[src/rtl/subleq_control_unit.sv]
// ----------------------------------------------------------------------------
// subleq_control_unit
//
// Microcoded Moore FSM that sequences a SUBLEQ datapath. Each instruction
// fetches three words A, B, C from PC, PC+1 and PC+2, computes
// mem[B] <= mem[B] - mem[A], and branches to C when the result is <= 0
// (otherwise falls through to PC+3). Run/halt/single-step control and a
// completed-instruction counter are provided for the top level.
//
// Ports:
//   clk, reset          clock; synchronous active-high reset
//   start               pulse, leaves IDLE/HALT and starts the next instruction
//   halt_req            level, sampled in BR, stops at the instruction boundary
//   step_mode           level, return to IDLE after every instruction
//   flag_z, flag_n      registered ALU flags from the datapath
//   pc_in .. save_flags datapath strobes, decoded from the registered state
//   running, halted     status (execution states / HALT state)
//   instr_count         completed instructions, wraps modulo 2^CNT_W
//   state_dbg           current state code
// ----------------------------------------------------------------------------
module subleq_control_unit #(
    parameter int MAX_INSTR = 0,
    parameter int CNT_W     = 16
) (
    input  logic             clk,
    input  logic             reset,
    input  logic             start,
    input  logic             halt_req,
    input  logic             step_mode,
    input  logic             flag_z,
    input  logic             flag_n,
    output logic             pc_in,
    output logic             pc_out,
    output logic             pc_inc,
    output logic             r_in,
    output logic             mar_in,
    output logic             mdr_in,
    output logic             mdr_out,
    output logic             read_mem,
    output logic             write_mem,
    output logic             comp_alu,
    output logic             save_flags,
    output logic             running,
    output logic             halted,
    output logic [CNT_W-1:0] instr_count,
    output logic [3:0]       state_dbg
);

    typedef enum logic [3:0] {
        S_IDLE = 4'd0,
        S_A0   = 4'd1,
        S_A1   = 4'd2,
        S_A2   = 4'd3,
        S_A3   = 4'd4,
        S_A4   = 4'd5,
        S_B0   = 4'd6,
        S_B1   = 4'd7,
        S_B2   = 4'd8,
        S_B3   = 4'd9,
        S_EX   = 4'd10,
        S_WR   = 4'd11,
        S_C0   = 4'd12,
        S_C1   = 4'd13,
        S_BR   = 4'd14,
        S_HALT = 4'd15
    } state_t;

    localparam logic [CNT_W-1:0] LIMIT = CNT_W'(MAX_INSTR);

    state_t           state_q, state_d;
    logic [CNT_W-1:0] count_q, count_d;
    logic [CNT_W-1:0] count_inc;
    logic             limit_hit;

    // State and counter registers; reset abandons any instruction in flight.
    always_ff @(posedge clk) begin
        if (reset) begin
            state_q <= S_IDLE;
            count_q <= '0;
        end else begin
            state_q <= state_d;
            count_q <= count_d;
        end
    end

    // The limit compares for equality only, so after resuming past the limit
    // execution is unlimited until the counter wraps around.
    assign count_inc = count_q + CNT_W'(1);
    assign limit_hit = (MAX_INSTR != 0) && (count_inc == LIMIT);

    // Next-state logic: a straight microcode sequence, with decisions only in
    // the wait states and at the instruction boundary (BR).
    always_comb begin
        state_d = state_q;
        count_d = count_q;
        unique case (state_q)
            S_IDLE, S_HALT: if (start) state_d = S_A0;
            S_A0:  state_d = S_A1;
            S_A1:  state_d = S_A2;
            S_A2:  state_d = S_A3;
            S_A3:  state_d = S_A4;
            S_A4:  state_d = S_B0;
            S_B0:  state_d = S_B1;
            S_B1:  state_d = S_B2;
            S_B2:  state_d = S_B3;
            S_B3:  state_d = S_EX;
            S_EX:  state_d = S_WR;
            S_WR:  state_d = S_C0;
            S_C0:  state_d = S_C1;
            S_C1:  state_d = S_BR;
            S_BR: begin
                count_d = count_inc;
                if (limit_hit)      state_d = S_HALT;
                else if (halt_req)  state_d = S_HALT;
                else if (step_mode) state_d = S_IDLE;
                else                state_d = S_A0;
            end
            default: state_d = S_IDLE;
        endcase
    end

    // Strobe decode from the registered state only. The BR branch decision
    // uses flags captured in EX, which stay stable until the next EX.
    always_comb begin
        pc_in      = 1'b0;
        pc_out     = 1'b0;
        pc_inc     = 1'b0;
        r_in       = 1'b0;
        mar_in     = 1'b0;
        mdr_in     = 1'b0;
        mdr_out    = 1'b0;
        read_mem   = 1'b0;
        write_mem  = 1'b0;
        comp_alu   = 1'b0;
        save_flags = 1'b0;
        unique case (state_q)
            S_A0, S_B0, S_C0: begin
                pc_out = 1'b1;
                mar_in = 1'b1;
            end
            S_A1, S_B1, S_C1: begin
                read_mem = 1'b1;
                pc_inc   = 1'b1;
            end
            S_A2, S_B2: begin
                mdr_out = 1'b1;
                mar_in  = 1'b1;
            end
            S_A3, S_B3: read_mem = 1'b1;
            S_A4: begin
                mdr_out = 1'b1;
                r_in    = 1'b1;
            end
            S_EX: begin
                mdr_out    = 1'b1;
                comp_alu   = 1'b1;
                mdr_in     = 1'b1;
                save_flags = 1'b1;
            end
            S_WR: write_mem = 1'b1;
            S_BR: begin
                if (flag_z | flag_n) begin
                    mdr_out = 1'b1;
                    pc_in   = 1'b1;
                end
            end
            default: ;
        endcase
    end

    assign running     = (state_q != S_IDLE) && (state_q != S_HALT);
    assign halted      = (state_q == S_HALT);
    assign instr_count = count_q;
    assign state_dbg   = state_q;

endmodule
[config.mk]
export PLATFORM = sky130hd
export DESIGN_NAME = subleq_control_unit
export DESIGN_NICKNAME = d
export VERILOG_FILES = /design/src/rtl/subleq_control_unit.sv
export SDC_FILE = /design/constraint.sdc
export NUM_CORES = 1
export LEC_CHECK = 0
export BUFFER_PORTS_ARGS = -buffer_cell sky130_fd_sc_hd__buf_4
export CELL_PAD_IN_SITES_DETAIL_PLACEMENT = 1
export CELL_PAD_IN_SITES_GLOBAL_PLACEMENT = 2
export CORE_MARGIN = 1.5
export CORE_UTILIZATION = 27
export CTS_CLUSTER_SIZE = 10
export DETAILED_ROUTE_END_ITERATION = 16
export PLACE_DENSITY_LB_ADDON = 0.15
export SLEW_MARGIN = 0
export SYNTH_ARGS = -nofsm -noshare
export SYNTH_HDL_FRONTEND = slang
export SYNTH_SLANG_ARGS = --single-unit
export TNS_END_PERCENT = 10
[constraint.sdc]
create_clock -name clk -period 2.09 [get_ports clk]
set_input_delay 0.3135 -clock clk [delete_from_list [all_inputs] [get_ports clk]]
set_output_delay 0.3135 -clock clk [all_outputs]
set_load 0.01 [all_outputs]
==> out/metrics.yaml <==
r2r_start: "instr_count[1]"
totalPowerFinal_mw: 0.821
crit_path_start: "state_dbg[2]"
ys_ff_latch: 20
hold_path.class: "input pin to flip-flop"
dr.first_iter.drc_count: 53
path_delay_family: "flip-flops"
clkLatencyLatePin_ns: 0.26
clk_pin_slew_ns: 0.08
netlist_area_mm2: 0.00118
period_share_pct: 91.6
crit_arrival_ns: 1.60
antenna_found_initial: 0
path_max_fanout: 9
netlist_instances: 151
drc: 0
setup_slack_ns: 0.177
leakage_nw: 0.680
final_area_mm2: 0.00157
status: "complete, no violations"
fin_setup_tns_ns: 0
fillers: 521
synth_warnings: 0
dpl.cell_count: 234
period_needed_ns: 1.91
dieArea_mm2: 0.00478
rr_endpoint: "instr_count[12]"
syn_nets: 159
cts.sinks: 20
slew_violations: 0
grt_overflow: 0
dp_hpwl_um: 2480
drt-wirelength-per-cell_um: 13.6
core_mm2: 0.00412
htree_levels: 1
hold_violations: 0
grt_pass1_wl_um: 5450
start_util_pct: 28.7
synth_cell_type_count: 38
synth.avg_cell_area_um2: 7.82
preCtsSetupSlack_ns: 0.347
grtUsageTotal_pct: 13.6
cp_cell_sequence: "buf_4 -> or2b_1 -> a21oi_1 -> nor2_1 -> a21oi_1 -> buf_4"
crit_type: "flip-flop to primary output"
grt_max_degree: 26
ys_seq_area_share_pct: 33.9
max_freq_ghz: 0.523
die_w_um: 69.1
die_h_um: 69.1
drt-pass1-iter-count: 4
crit_path_max_incr_delay_ns: 0.42
via_per_inst: 4.98
reg2regPathDepth: 5
critPathBufInv: 2
final_core_util_pct: 38.2
skew_ns: 0.00824
place_congestion: 0.749
worst_path_max_delay_cell: "dfxtp_1"
worst_pin_slew_ns: 0.336
vias: 1186
crit_path_end: "read_mem"
ir_drop_uv: 202
final_nets: 197
cts_buffer_depth: 2
pin_count: 40
maxSlewHeadroom_pct: 77.0
drt.antenna.violating_nets: 0
endpoint_kind: "primary output"
setup_viol: 0
cap_violations: 0
cts_root_buffer: "clkbuf_8"
cts_tree: "built"
wl_um: 3230
num_rows: 23
startpoint_type: "flip-flop"
hold_ws_ns: 0.368
required_ns: 1.78
rsz0062_at_grt: "false"
cts-buffers-inserted: 3
grt_pass1_vias: 1200
syn2layout_area_growth_pct: 33.3
numPortBuffers: 39
diodes: 0
r2r_slack_ns: 0.44
drive_gt1_share_pct: 30.9
cp.depth: 6
postPlaceCellArea_mm2: 0.00152
final_cells: 238
powerDensity_mw_per_mm2: 522
cts_setup_buffers: 0
==> tightest hold or removal path, delay by kind of cell <==
kind / cells / cell delay [ns]
simple gates: 2 / 0.12
compound gates: 1 / 0.07
buf+inv: 1 / 0.09
==> layout make-up <==
cell class	count	area [um2]	area share (%)
multi-input combinational	116	706	44.8
sequential	20	402	25.5
timing repair buffer	45	338	21.5
tap	50	62.6	3.97
clock buffer	4	55.1	3.50
inverter	3	11.3	0.715
==> cell usage after synthesis, drive strengths merged <==
| master | n | area share, % |
|---|---|---|
| clkbuf | 6 | 2.0 |
| or4 | 1 | 0.64 |
| and4 | 1 | 0.74 |
| buf | 6 | 3.4 |
| and3 | 2 | 1.1 |
| o31ai | 2 | 1.3 |
| nand4b | 1 | 2.0 |
| ha | 1 | 1.1 |
| xnor2 | 7 | 5.2 |
| nand3 | 6 | 2.5 |
| mux2 | 1 | 0.95 |
| xor2 | 3 | 2.2 |
| a21oi | 12 | 5.1 |
| nor2 | 25 | 7.9 |
| o22ai | 1 | 0.53 |
| nor3 | 5 | 2.1 |
| or2b | 1 | 0.64 |
| a2111oi | 1 | 0.74 |
| a32oi | 1 | 0.74 |
| nand2 | 15 | 4.8 |
| nor4 | 3 | 4.1 |
| and4b | 1 | 0.85 |
| a31o | 3 | 2.2 |
| nor2b | 4 | 2.1 |
| inv | 3 | 0.95 |
| nor3b | 1 | 0.64 |
| or3 | 1 | 0.53 |
| o21ai | 7 | 3.0 |
| nand4 | 5 | 3.2 |
| nand2b | 4 | 2.1 |
| a311oi | 1 | 0.74 |
| dfxtp | 20 | 34 |
==> state kept, by name (all words and copies together) (netlist names) <==
| name | count |
|---|---|
| state_dbg | 4 |
| instr_count | 16 |
==> power breakdown <==
part           switching [mW]  internal (mW)  total (mW)
Clock                   0.133          0.168       0.300
Combinational          0.0663         0.0586       0.125
Sequential            0.00918          0.386       0.396
Total                   0.208          0.612       0.821
==> how the worst min path moves through the flow <==
stage                     from               to  cells past startpoint
2_1_floorplan   instr_count[1]   instr_count[1]                      2
3_3_place_gp   instr_count[10]  instr_count[10]                      2
3_5_place_dp    instr_count[1]   instr_count[1]                      2
4_1_cts                  start     state_dbg[1]                      4
5_1_grt                  start     state_dbg[1]                      4
6_report                 start     state_dbg[1]                      4
==> what timing repair did <==
action | CTS | global route
endpoints found under the setup margin | 0 | 2
hold buffers | 0 | 0
gates resized for setup | 0 | 1
==> logic make-up (layout without fill, tap and decap cells) <==
logic type               Yosys count  count (layout)  share of synthesized area, %
AND/OR/NAND/NOR                   76              76                          36.0
AO/OA/AOI/OAI                     28              28                          14.3
flip-flops                        20              20                          33.9
buffers and inverters             15              52                          6.35
XOR/XNOR                          10              10                          7.42
adder cells (fa/ha/maj)            1               1                          1.06
multiplexers                       1               1                         0.953
==> metal layers <==
layer	routed length [um]	global-route usage, %	up-vias
li1	-	-	597
met1	1460	16.9	562
met2	1650	24.0	25
met3	81	1.32	2
met4	34	5.23	0
met5	0	0	-
==> cell usage in the layout, fill, tap and decap left out, types with 2 or more instances in the layout <==
cell / synthesis / layout
nand4_1: 4 / 4
nor2b_1: 4 / 4
nor3_1: 5 / 5
a21oi_1: 12 / 12
nand3_1: 6 / 6
nor4_4: 2 / 2
xnor2_1: 7 / 7
inv_1: 3 / 3
and3_1: 2 / 2
clkbuf_8: 0 / 4
buf_4: 2 / 45
o31ai_1: 2 / 2
nand2b_1: 4 / 4
o21ai_0: 7 / 7
nand2_1: 15 / 15
a31o_2: 3 / 3
dfxtp_1: 20 / 19
nor2_1: 25 / 25
xor2_1: 3 / 3
Note: power is estimated with default switching activity, not from simulation.
